### src/rtl/stack_defs_pkg.sv
`default_nettype none
// ============================================================================
// Module      : stack_defs (package)
// Description : Shared definitions for the operand stack: data word width,
//               stack operation encodings, and per-op helper functions that
//               give the number of entries an op needs and whether it grows
//               the stack.
// Revision    : 1.0 - initial release
// ============================================================================
package stack_defs;

    localparam int WORD_W = 16;

    typedef logic [2:0] stack_op_t;

    localparam stack_op_t OP_NOP   = 3'b000;
    localparam stack_op_t OP_PUSH  = 3'b001;
    localparam stack_op_t OP_POP   = 3'b010;
    localparam stack_op_t OP_DUP   = 3'b011;
    localparam stack_op_t OP_SWAP  = 3'b100;
    localparam stack_op_t OP_REPL1 = 3'b101;
    localparam stack_op_t OP_REPL2 = 3'b110;
    localparam stack_op_t OP_RSVD  = 3'b111;

    // Minimum number of valid entries an op needs before it may execute.
    function automatic logic [1:0] op_min_depth(input stack_op_t op);
        logic [1:0] need;
        need = 2'd0;
        case (op)
            OP_POP, OP_DUP, OP_REPL1: need = 2'd1;
            OP_SWAP, OP_REPL2:        need = 2'd2;
            default:                  need = 2'd0;
        endcase
        return need;
    endfunction

    // Ops whose net effect is one extra entry; these are dropped when full.
    function automatic logic op_grows(input stack_op_t op);
        return (op == OP_PUSH) || (op == OP_DUP);
    endfunction

endpackage
`default_nettype wire

### src/rtl/stack_regfile.sv
`default_nettype none
// ============================================================================
// Module      : stack_regfile
// Description : DEPTH x WORD_W storage for the operand stack. Two
//               asynchronous read ports (top / next-of-stack addresses) and
//               two synchronous write ports so SWAP completes in one edge.
// Ports       : clk          - rising-edge clock
//               we_a/addr_a/data_a - write port A
//               we_b/addr_b/data_b - write port B
//               rd_addr_top/rd_top - async read port (TOS)
//               rd_addr_nos/rd_nos - async read port (NOS)
// Revision    : 1.0 - initial release
// ============================================================================
module stack_regfile
    import stack_defs::*;
#(
    parameter int DEPTH = 16,
    parameter int PTR_W = 4
) (
    input  logic              clk,
    input  logic              we_a,
    input  logic [PTR_W-1:0]  addr_a,
    input  logic [WORD_W-1:0] data_a,
    input  logic              we_b,
    input  logic [PTR_W-1:0]  addr_b,
    input  logic [WORD_W-1:0] data_b,
    input  logic [PTR_W-1:0]  rd_addr_top,
    input  logic [PTR_W-1:0]  rd_addr_nos,
    output logic [WORD_W-1:0] rd_top,
    output logic [WORD_W-1:0] rd_nos
);

    // Contents are never cleared; validity is tracked by the stack pointer.
    logic [WORD_W-1:0] mem [DEPTH];

    // The controller never issues both ports to the same address; port A is
    // written last so it would win if that ever happened.
    always_ff @(posedge clk) begin
        if (we_b) begin
            mem[addr_b] <= data_b;
        end
        if (we_a) begin
            mem[addr_a] <= data_a;
        end
    end

    assign rd_top = mem[rd_addr_top];
    assign rd_nos = mem[rd_addr_nos];

endmodule
`default_nettype wire

### src/rtl/operand_stack.sv
`default_nettype none
// ============================================================================
// Module      : operand_stack
// Description : Hardware operand stack feeding the 16-bit ALU. Presents TOS
//               (ALU B) and NOS (ALU A) combinationally from registers and
//               executes one op per clock: PUSH, POP, DUP, SWAP, REPL1,
//               REPL2. Illegal ops are dropped and flagged with sticky
//               overflow / underflow bits.
// Ports       : CLK     - rising-edge clock
//               Reset   - synchronous active-high reset
//               StackOp - operation for this cycle
//               DataIn  - value for PUSH / REPL1 / REPL2
//               Tos/Nos - top / next-of-stack (0 when not present)
//               Depth   - number of valid entries
//               Empty/Full - Depth==0 / Depth==DEPTH
//               Ovf/Unf - sticky overflow / underflow
// Revision    : 1.0 - initial release
// ============================================================================
module operand_stack
    import stack_defs::*;
#(
    parameter int DEPTH = 16,
    parameter int PTR_W = 4
) (
    input  logic              CLK,
    input  logic              Reset,
    input  logic [2:0]        StackOp,
    input  logic [WORD_W-1:0] DataIn,
    output logic [WORD_W-1:0] Tos,
    output logic [WORD_W-1:0] Nos,
    output logic [PTR_W:0]    Depth,
    output logic              Empty,
    output logic              Full,
    output logic              Ovf,
    output logic              Unf
);

    localparam logic [PTR_W:0]   SP_ZERO = '0;
    localparam logic [PTR_W:0]   SP_ONE  = (PTR_W+1)'(1);
    localparam logic [PTR_W:0]   SP_TWO  = (PTR_W+1)'(2);
    localparam logic [PTR_W:0]   SP_FULL = (PTR_W+1)'(DEPTH);
    localparam logic [PTR_W-1:0] AD_ONE  = PTR_W'(1);
    localparam logic [PTR_W-1:0] AD_TWO  = PTR_W'(2);

    // Registered state
    logic [PTR_W:0] sp;
    logic           ovf_flag;
    logic           unf_flag;

    // Combinational decode
    logic [PTR_W:0]    sp_next;
    logic              set_ovf;
    logic              set_unf;
    logic              underflow;
    logic              overflow;
    logic              is_full;
    logic [PTR_W-1:0]  addr_new;
    logic [PTR_W-1:0]  addr_top;
    logic [PTR_W-1:0]  addr_nos;
    logic [WORD_W-1:0] rd_top;
    logic [WORD_W-1:0] rd_nos;
    logic              we_a;
    logic [PTR_W-1:0]  waddr_a;
    logic [WORD_W-1:0] wdata_a;
    logic              we_b;
    logic [PTR_W-1:0]  waddr_b;
    logic [WORD_W-1:0] wdata_b;

    // Addresses wrap modulo DEPTH on purpose: when sp==DEPTH the low bits
    // are 0, so addr_top = DEPTH-1 as required, and addr_new is only used
    // when the stack is not full.
    assign addr_new = sp[PTR_W-1:0];
    assign addr_top = sp[PTR_W-1:0] - AD_ONE;
    assign addr_nos = sp[PTR_W-1:0] - AD_TWO;

    assign is_full   = (sp == SP_FULL);
    assign underflow = (sp < (PTR_W+1)'(op_min_depth(StackOp)));
    assign overflow  = op_grows(StackOp) && is_full;

    always_comb begin
        sp_next = sp;
        set_ovf = 1'b0;
        set_unf = 1'b0;
        we_a    = 1'b0;
        waddr_a = addr_new;
        wdata_a = DataIn;
        we_b    = 1'b0;
        waddr_b = addr_nos;
        wdata_b = rd_top;

        // Underflow is checked first: an empty stack can never also be full.
        if (underflow) begin
            set_unf = 1'b1;
        end else if (overflow) begin
            set_ovf = 1'b1;
        end else begin
            case (StackOp)
                OP_PUSH: begin
                    we_a    = 1'b1;
                    waddr_a = addr_new;
                    wdata_a = DataIn;
                    sp_next = sp + SP_ONE;
                end
                OP_POP: begin
                    sp_next = sp - SP_ONE;
                end
                OP_DUP: begin
                    we_a    = 1'b1;
                    waddr_a = addr_new;
                    wdata_a = rd_top;
                    sp_next = sp + SP_ONE;
                end
                OP_SWAP: begin
                    we_a    = 1'b1;
                    waddr_a = addr_top;
                    wdata_a = rd_nos;
                    we_b    = 1'b1;
                    waddr_b = addr_nos;
                    wdata_b = rd_top;
                end
                OP_REPL1: begin
                    we_a    = 1'b1;
                    waddr_a = addr_top;
                    wdata_a = DataIn;
                end
                OP_REPL2: begin
                    we_a    = 1'b1;
                    waddr_a = addr_nos;
                    wdata_a = DataIn;
                    sp_next = sp - SP_ONE;
                end
                default: begin
                    // NOP and the reserved encoding do nothing.
                end
            endcase
        end
    end

    always_ff @(posedge CLK) begin
        if (Reset) begin
            sp       <= SP_ZERO;
            ovf_flag <= 1'b0;
            unf_flag <= 1'b0;
        end else begin
            sp       <= sp_next;
            ovf_flag <= ovf_flag | set_ovf;
            unf_flag <= unf_flag | set_unf;
        end
    end

    // Storage writes are suppressed during reset so the op issued with
    // Reset is fully discarded.
    stack_regfile #(
        .DEPTH (DEPTH),
        .PTR_W (PTR_W)
    ) u_regfile (
        .clk         (CLK),
        .we_a        (we_a & ~Reset),
        .addr_a      (waddr_a),
        .data_a      (wdata_a),
        .we_b        (we_b & ~Reset),
        .addr_b      (waddr_b),
        .data_b      (wdata_b),
        .rd_addr_top (addr_top),
        .rd_addr_nos (addr_nos),
        .rd_top      (rd_top),
        .rd_nos      (rd_nos)
    );

    assign Tos   = (sp >= SP_ONE) ? rd_top : '0;
    assign Nos   = (sp >= SP_TWO) ? rd_nos : '0;
    assign Depth = sp;
    assign Empty = (sp == SP_ZERO);
    assign Full  = is_full;
    assign Ovf   = ovf_flag;
    assign Unf   = unf_flag;

endmodule
`default_nettype wire

### config.mk
export PLATFORM = sky130hd
export DESIGN_NAME = operand_stack
export DESIGN_NICKNAME = d
export VERILOG_FILES = /design/src/rtl/stack_defs_pkg.sv /design/src/rtl/stack_regfile.sv /design/src/rtl/operand_stack.sv
export SDC_FILE = /design/constraint.sdc
export NUM_CORES = 1
export LEC_CHECK = 0
export CORE_ASPECT_RATIO = 0.5
export CORE_MARGIN = 5
export CORE_UTILIZATION = 55
export DETAILED_ROUTE_END_ITERATION = 12
export PLACE_DENSITY = 0.69
export SETUP_SLACK_MARGIN = 0.05
export SLEW_MARGIN = 10
export SYNTH_ARGS = -nofsm -noshare
export SYNTH_HDL_FRONTEND = slang
export SYNTH_SLANG_ARGS = --single-unit
export TNS_END_PERCENT = 20
### constraint.sdc
create_clock -name CLK -period 10.4 [get_ports CLK]
set_clock_uncertainty 0.05 [all_clocks]
set_input_delay 1.56 -clock CLK [delete_from_list [all_inputs] [get_ports CLK]]
set_output_delay 1.56 -clock CLK [all_outputs]
set_load 0.005 [all_outputs]
* After elaboration in Yosys (flattened, before gate mapping)
Memories as Yosys holds them, arrays and structs flattened.
Index checks and enable logic that the tools add are counted.
** Word-level totals
- Register bits :: 7
- Memory bits (writable) :: 256
- Input port bits :: 21
- Memories kept :: 1
** Cells by class
- Add/sub/neg operators :: 4
- Order comparisons :: 3
- Eq/ne operators :: 7
- Multiplexer cells :: 23
- Bitwise logic cells :: 7
- Reduce and logical (&&, ||, !) cells :: 11
** Memories
- u_regfile.mem :: words 16, width 16, read ports 2, clocked after Yosys merged registers in 0, wr ports 2, line stack_regfile.sv:34 : logic [WORD_W-1:0] mem [DEPTH];
** Operator list (number)
- $mux 16 :: 4
- $pmux 16 s2 :: 1
- $mux 1 :: 13
- $pmux 5 s2 :: 1
- $eq 3x3->1 const B :: 3
- $mux 4 :: 2
- $pmux 4 s2 :: 1
- $reduce_or 2->1 :: 4
- $eq 3x2->1 const B :: 2
- $add 5x1->5 const B :: 1
- $eq 5x5->1 const B :: 1
- $ge 5x1->1 const B :: 1
- $ge 5x2->1 const B :: 1
- $logic_not 5->1 :: 1
- $lt 5x2->1 :: 1
- $reduce_or 5->1 :: 1
- $sub 5x1->5 const B :: 1
- $pmux 2 s2 :: 1
- $sub 4x1->4 const B :: 1
- $sub 4x2->4 const B :: 1
- $eq 3x1->1 const B :: 1
- $not 1->1 :: 3
- $reduce_and 3->1 :: 1
- $reduce_or 3->1 :: 1
- other kinds (5) :: 7

* Longest topological paths before layout
Gate-level depths: netlist of the first run.
- Depth after elaboration :: 8
- Mapped depth :: 13
- Depth with buffers taken out :: 8

* By module
From an unflattened synthesis of the first run, not the netlist that was laid out.
** Unflattened totals
- Cells, all modules :: 1066
- Area total of the unflattened synthesis :: 16344.4 sq um
** By module, submodules not included
- stack_regfile :: times used 1, cells each 890, area an instance 15014.4 sq um, sequential area each 7687.4 sq um
- operand_stack :: times used 1, cells each 176, area an instance 1330.0 sq um, sequential area each 140.1 sq um

* Worst setup path after synthesis of the first run
Ideal clock, no wire load.
- Path type :: reg2out
- Start :: register sp[0], in the netlist Depth[0]
- End :: output port Tos[1]
- Arrival time :: 3617 ps
- Data required time :: 8790 ps
- Slack :: 5173 ps
- Stages on the path, launching flop included :: 14
- Path buffers :: 6
- Cell sequence :: dfxtp_1 buf_2 buf_2 buf_2 inv_1 ha_1 clkbuf_1 clkbuf_1 mux4_2 mux2i_1 nor2_1 a221oi_1 buf_2 nor2_1
** Between the ends
- Word-level cells in the longest chain between the ends :: 3
** Ends and longest elaborated chain
- start: declaration :: line operand_stack.sv:46 : logic [PTR_W:0] sp;
- start signal: assignment :: line operand_stack.sv:145 : sp <= sp_next;
- $sub 4x1->4 :: line operand_stack.sv:73 : assign addr_top = sp[PTR_W-1:0] - AD_ONE;
- $mem_v2 16x16
- $mux 16 * :: line operand_stack.sv:170 : assign Tos = (sp >= SP_ONE) ? rd_top : '0;
- end: declaration :: line operand_stack.sv:29 : output logic [WORD_W-1:0] Tos,
Mark *: on every way between the ends. The rest lies on a longest branch, timed or not.

* Worst setup path in the final report of the first run
- Start :: register sp[0], in the netlist Depth[0]
- End :: output port Tos[2]
The elaborated chain is that of the path after synthesis.

==> results.md, run 1 <==
* DR pass1 iterations at 6
* Chip Height at 128 microns
* Synth Area in Compound Gates at 16.3%
* Row count at 43
* Hold slack at 431 ps
* Layout cells sized above 1 at 23.9%
* Synthesized netlist cell count at 1,147
* Worst-margin pin slew at 1390 ps
* Number of flops mapped to enable cells by yosys at 256
* Status: finished clean
* Die width at 245 microns
* XOR/XNOR Fraction of Synth Area at 0.403%
* Total power at 5.28 mW
* Core area at 27,400 sq um
* CTS tree: yes
* Library cells used by synthesis at 52
* Setup_tns at 0 ps
* Vias after detailed routing at 12.5k
* Area growth from synthesis to final layout at 12.7%
* Fin worst setup slack at 3580 ps
* Vias per inst at 8.17
* Clk pwr share at 17.8%
* Layout filler cell count at 2,079
* Mux cell area share after synthesis at 20.1%
* DP Worst Slack at 4180 ps
* Async SR Flop Fraction at 0%
* Wire per inst at 36.9 microns
* Residual DRC at 0
* First-pass GRT wire length at 80,500 microns
* Most common library cells after synthesis: edfxtp_1 (256), o22ai_1 (256), mux4_2 (128)
* Number of CTS-inserted buffers at 25
* Flops & latches, synth at 263
* Hold path depth at 2
* R2r endpoint: u_regfile.mem[9][11]$_DFFE_PP_
* Fin crit period at 6820 ps
* Sw frac at 37.8%
* IO Count at 62
* CP max FO at 29
* CP required at 8790 ps
* Top cell type's share of synthesized area at 50.6%
* Clk buf depth at 3
* Clock sink total at 263
* Critical Path Sink Type: output port
* Max-slew headroom at 7.17%
* Vias in the first global route at 12.3k
* Setup CP Type: register to output port
* Clk_lat worst skew at 550 ps
* Maximum VDD drop at 0.149 mV
* Largest area contributor in the netlist: edfxtp_1
* Combinational power share at 51.8%
* Dominant cells by area after synthesis: edfxtp_1 (51%), mux4_2 (19%), o22ai_1 (11%)
* Synth Area in Adders at 0.741%
* N_diodes at 0
* Gr usage total at 35.4%
* Ys flop type: edfxtp_1
* Worst Hold Class: register to register
* Hold wc startpoint: Ovf$_SDFF_PP0_
* Largest family of logic cells by synthesized area: multiplexers
* Setup Fix Bufs, Post-CTS at 0
* Die area at 31,300 sq um
* Worst r2r src: Depth[0]$_SDFFE_PP0P_
* Clock Pin Slew Worst Setup and Hold Paths at 70 ps
* Clock Tree Root: clkbuf_16
* Startpoint types: register
* Synthesized area per cell at 13.2 sq um
* I/O Buffers at 61
* Total of max-cap violations at 0
* Gates resized, CTS repair at 0
* Routed Antenna Nets at 0
* CP arrival at 5210 ps
* Simple-gate share of the synthesized area at 6.84%
* Overflow after GRT at 0
* Fin. Hold Viols at 0
* Nets@finish at 1,185
* WL final at 56,700 microns
* Internal power at 3.28 mW
* Share of total power in sequential cells at 30.3%
* Leak at 5.27 nW
* Initial DRC Count at 2,272
* FF-to-FF path depth at 8
* Synthesis Warnings at 0
* Largest net degree at the start of global routing at 114
* Period utilization at 65.6%
* Final setup fails at 0
* Register-to-register setup slack at 5360 ps
* Initial Util at 55.4%
* Hold path endpoint: Ovf$_SDFF_PP0_
* Syn_nets at 1,177
* Initial antenna violation count at 0
* Fmax at 147 MHz
* Post-Syn Area at 15,200 sq um
* Post-DP HPWL at 32,500 microns
* Sequential area share after synthesis at 51.5%
* Pwr dens at 308 nW/um^2
* Fin. max-slew vios at 0
* H-tree depth at 1
* Routability congestion estimate at 0.910
* Switch Pwr at 1.99 mW
* RSZ-0062 raised after global routing: no
* CTS Hold Bufs at 0
## power by group through the flow
stage	logic [mW]	clock network [mW]	registers (mW)
6_report	2.73	0.942	1.60
2_1_floorplan	1.83	0	1.59
4_1_cts	2.63	0.937	1.60
5_1_grt	2.86	0.988	1.61
3_5_place_dp	2.61	0	1.62
3_3_place_gp	2.53	0	1.62
## state kept, by name, summed over array words and instances, names as in the netlist
signal	cells
u_regfile.mem	256
Depth	5
Unf	1
Ovf	1
## area by class of cell
cell class | instances | area (sq um) | area share [%]
Clock buffer | 29 | 641 | 3.74
Clock inverter | 17 | 166 | 0.972
Inverter | 8 | 30.0 | 0.175
Multi-Input combinational cell | 740 | 6950 | 40.6
Sequential cell | 263 | 7840 | 45.7
Tap cell | 360 | 450 | 2.63
Timing Repair Buffer | 117 | 1050 | 6.14
## worst max-delay path by stage
stage                               endpoint  slack, ps             startpoint
3_5_place_dp   u_regfile.mem[9][5]$_DFFE_PP_       4180             StackOp[2]
3_3_place_gp                          Tos[2]       4320  Depth[0]$_SDFFE_PP0P_
2_1_floorplan                         Tos[1]       5170  Depth[0]$_SDFFE_PP0P_
6_report                              Tos[2]       3580  Depth[0]$_SDFFE_PP0P_
4_1_cts                               Tos[2]       3690  Depth[0]$_SDFFE_PP0P_
5_1_grt                               Tos[2]       3460  Depth[0]$_SDFFE_PP0P_
## cell usage in the layout, fill, tap and decap left out, drive strengths merged, types with 9 or more instances in the layout
master and n:
o22ai 256, edfxtp 256, mux4 128, nand2 104, clkdlybuf4s50 61, buf 56
nor2 53, a41oi 32, clkbuf 29, mux2i 17, or2 17, a31oi 17
a221oi 16, nor3 15, clkinv 11, ha 9, inv 9
## cell families after synthesis
group / count (synthesis)
compound gates: 355
flops: 263
simple gates: 224
mux: 145
buf+inv: 144
fa+ha+maj: 9
xor+xnor: 7
## per-layer routing
metal	vias up	GRT usage [%]	part of all wire, %
li1	4844	-	-
met4	0	15.1	5.8
met3	276	17.3	19
met2	1358	50.7	41
met5	-	0	0
met1	6061	46.5	33
## metrics by stage
step	cells	area, sq um	util, %
final	1534	17100	62.4
after global routing	1534	17100	62.4
after CTS	1532	17000	62.0
after detailed placement	1486	16200	59.1
after global placement	1486	16200	59.1
after floorplan	1147	15200	-
## critical path, cell delays in order (launching register included)
cell and delay (ps):
dfxtp_4 650, inv_1 230, ha_1 650, buf_4 450
and2_1 470, buf_4 340, a221oi_2 1060, nor2_1 230
clkdlybuf4s50_1 530
No activity file was read; power rests on OpenSTA's default activity.
==> inputs of run 2 (changes only) <==
==> constraint.sdc (replaced) <==
create_clock -name CLK -period 7.05 [get_ports CLK]
set_clock_uncertainty 0.05 [all_clocks]
set_input_delay 1.0575 -clock CLK [delete_from_list [all_inputs] [get_ports CLK]]
set_output_delay 1.0575 -clock CLK [all_outputs]
set_load 0.005 [all_outputs]
==> results.md, run 2 (synthesis results as in run 1) <==
* Max reg flops at 256 (unchanged)
* CP Launch Point: Depth[2]$_SDFFE_PP0P_
* Clk buf depth at 3 (unchanged)
* CP Cell Sequence: inv_1, ha_1, nand2_1, nand2_1, xnor2_2, buf_4, nor2b_2, a221oi_2, buf_4, nor2_1, clkdlybuf4s50_1
* CP arrival at 4750 ps (-460 ps)
* Initial DRC Count at 2,500 (+10%)
* Layout filler cell count at 2,095 (+0.77%)
* Chip Height at 128 microns (unchanged)
* Die area at 31,300 sq um (unchanged)
* Initial Util at 55.4% (unchanged)
* Clock Pin Slew Worst Setup and Hold Paths at 70 ps (about the same)
* CP required at 5940 ps (-2850 ps)
* Setup_tns at 0 ps (unchanged)
* Wire per inst at 36.3 microns (-1.6%)
* Largest net degree at the start of global routing at 119 (+4.4%)
* Clock sink total at 263 (unchanged)
* Hold slack at 435 ps (+4.05 ps)
* Routed Antenna Nets at 0 (unchanged)
* Fmax at 171 MHz
* Largest stage delay on the critical path at 1070 ps (about the same)
* H-tree depth at 1 (unchanged)
* Vias per inst at 8.22 (+0.59%)
* Clk_lat worst skew at 550 ps (about the same)
* Number of CTS-inserted buffers at 25 (unchanged)
* CP max FO at 18 (-38%)
* Startpoint types: register
* Layout cells sized above 1 at 22.7% (-1.3 points)
* IO Count at 62 (unchanged)
* Core area at 27,400 sq um (unchanged)
* WL final at 55,300 microns (-2.4%)
* Slowest CP cell: nor2b_2
* Status: finished clean
* Clock Tree Root: clkbuf_16
* Die width at 245 microns (unchanged)
* Total of max-cap violations at 0 (unchanged)
* Area growth from synthesis to final layout at 11.7%
* N_diodes at 0 (unchanged)
* CP Capture Point: Tos[2]
* Period utilization at 83.0%
* RSZ-0062 raised after global routing: no
* Vias in the first global route at 11.8k (-4.2%)
* Initial antenna violation count at 3 (+3)
* Fin. max-slew vios at 0 (unchanged)
* Busiest grt layer: met2
* Row count at 43 (unchanged)
* Max-slew headroom at 13.7% (+6.5 points)
* Gr usage total at 34.8% (-0.58 points)
* Register-to-register setup slack at 2440 ps (-2920 ps)
* Residual DRC at 0 (unchanged)
* Fin crit period at 5850 ps
* Setup CP Type: register to output port
* Fin. Hold Viols at 0 (unchanged)
* Most flop-heavy register: u_regfile.mem
* R2r endpoint: u_regfile.mem[7][7]$_DFFE_PP_
* Setup Fix Bufs, Post-CTS at 0 (unchanged)
* I/O Buffers at 61 (unchanged)
* Worst-margin pin slew at 1290 ps (-99.5 ps)
* Gates resized, CTS repair at 0 (unchanged)
* First-pass GRT wire length at 79,800 microns (-0.79%)
* Overflow after GRT at 0 (unchanged)
* FF-to-FF path depth at 7 (-1)
* Worst r2r src: Depth[0]$_SDFFE_PP0P_
* Vias after detailed routing at 12.5k (-0.26%)
* Multi-input logic area at 6920 sq um (-0.54%)
* Critical Path Sink Type: output port
* Leak at 5.19 nW (-1.5%)
* Routability congestion estimate at 0.953 (+4.8%)
* CTS tree: yes
* Grt met2 use at 49.7% (-0.91 points)
* Nets@finish at 1,173 (-1.0%)
* DR pass1 iterations at 6 (unchanged)
* Worst Hold Class: register to register
* Sequential cell area at 7840 sq um (unchanged)
* CTS Hold Bufs at 0 (unchanged)
* Maximum VDD drop at 0.195 mV (+31%)
* Routing usage on met3 at 17.4% (+0.084 points)
* Post-DP HPWL at 36,200 microns (+11%)
* Final setup fails at 0 (unchanged)
* Pwr dens at 472 nW/um^2 (+53%)
* Most frequent cells in the layout: o22ai_1 (256), edfxtp_1 (256), mux4_2 (128)
* Met1 usage at 48.5% (+2.0 points)
## run 2: changes by cell type in the layout (fill, tap and decap cells not counted), moves of 2 or more
| cell | change |
|---|---|
| nor2_2 | -4 |
| buf_4 | -10 |
| clkinv_2 | +2 |
| buf_6 | -2 |
| clkinv_1 | -2 |
| nor2_1 | +4 |
| nor3_2 | +2 |
| a31oi_1 | +3 |
| nor3_4 | -2 |
| a31oi_2 | -4 |
## run 2: worst max-delay path: cells and delay by family (launching register included)
kind | cells | cell delay (ps)
compound gates | 1 | 120
xor+xnor | 1 | 160
fa+ha+maj | 1 | 260
buf+inv | 4 | 1350
flops | 1 | 740
simple gates | 4 | 1530
## run 2: through the flow
| stage | cell area [sq um] | utilization, % | std cells | power, mW | setup slack (ps) |
|---|---|---|---|---|---|
| floorplan | 15200 | - | 1147 | 5.04 | 2330 |
| global placement | 16100 | 58.8 | 1476 | 6.42 | 1360 |
| detailed placement | 16200 | 58.9 | 1476 | 6.52 | 1220 |
| CTS | 17000 | 61.8 | 1521 | 7.83 | 1410 |
| global route | 17000 | 61.9 | 1521 | 8.28 | 1060 |
| finish | 17000 | 61.9 | 1521 | 8.02 | 1200 |
## run 2: layer usage
layer | wire length [microns] | part of all wire [%]
met5 | 34 | 0.062
met4 | 1590 | 2.9
met3 | 11200 | 20
met2 | 23100 | 42
met1 | 19300 | 35
## run 2: cell type report
type / instances / share of cell area [%]
clock buffer: 29 / 3.77
inverter: 8 / 0.177
timing repair buffer: 105 / 5.62
clock inverter: 16 / 0.877
sequential: 263 / 46.2
tap: 360 / 2.65
multi-input combinational: 740 / 40.7
## run 2: worst min path at each step
stage | start | end | slack, ps | cells past startpoint
after CTS | Ovf$_SDFF_PP0_ | Ovf$_SDFF_PP0_ | 440 | 2
after detailed placement | Ovf$_SDFF_PP0_ | Ovf$_SDFF_PP0_ | 420 | 2
after global placement | Ovf$_SDFF_PP0_ | Ovf$_SDFF_PP0_ | 410 | 2
after floorplan | Ovf$_SDFF_PP0_ | Ovf$_SDFF_PP0_ | 410 | 2
final | Ovf$_SDFF_PP0_ | Ovf$_SDFF_PP0_ | 430 | 2
after global routing | Ovf$_SDFF_PP0_ | Ovf$_SDFF_PP0_ | 470 | 2
## run 2: report_power, final
group / total (mW) / switching (mW) / internal (mW) / leakage (nW)
registers: 2.37 / 0.0799 / 2.29 / 2.38
clock network: 1.34 / 0.614 / 0.731 / 0.383
logic: 4.30 / 2.50 / 1.81 / 2.43
total: 8.02 / 3.19 / 4.83 / 5.19
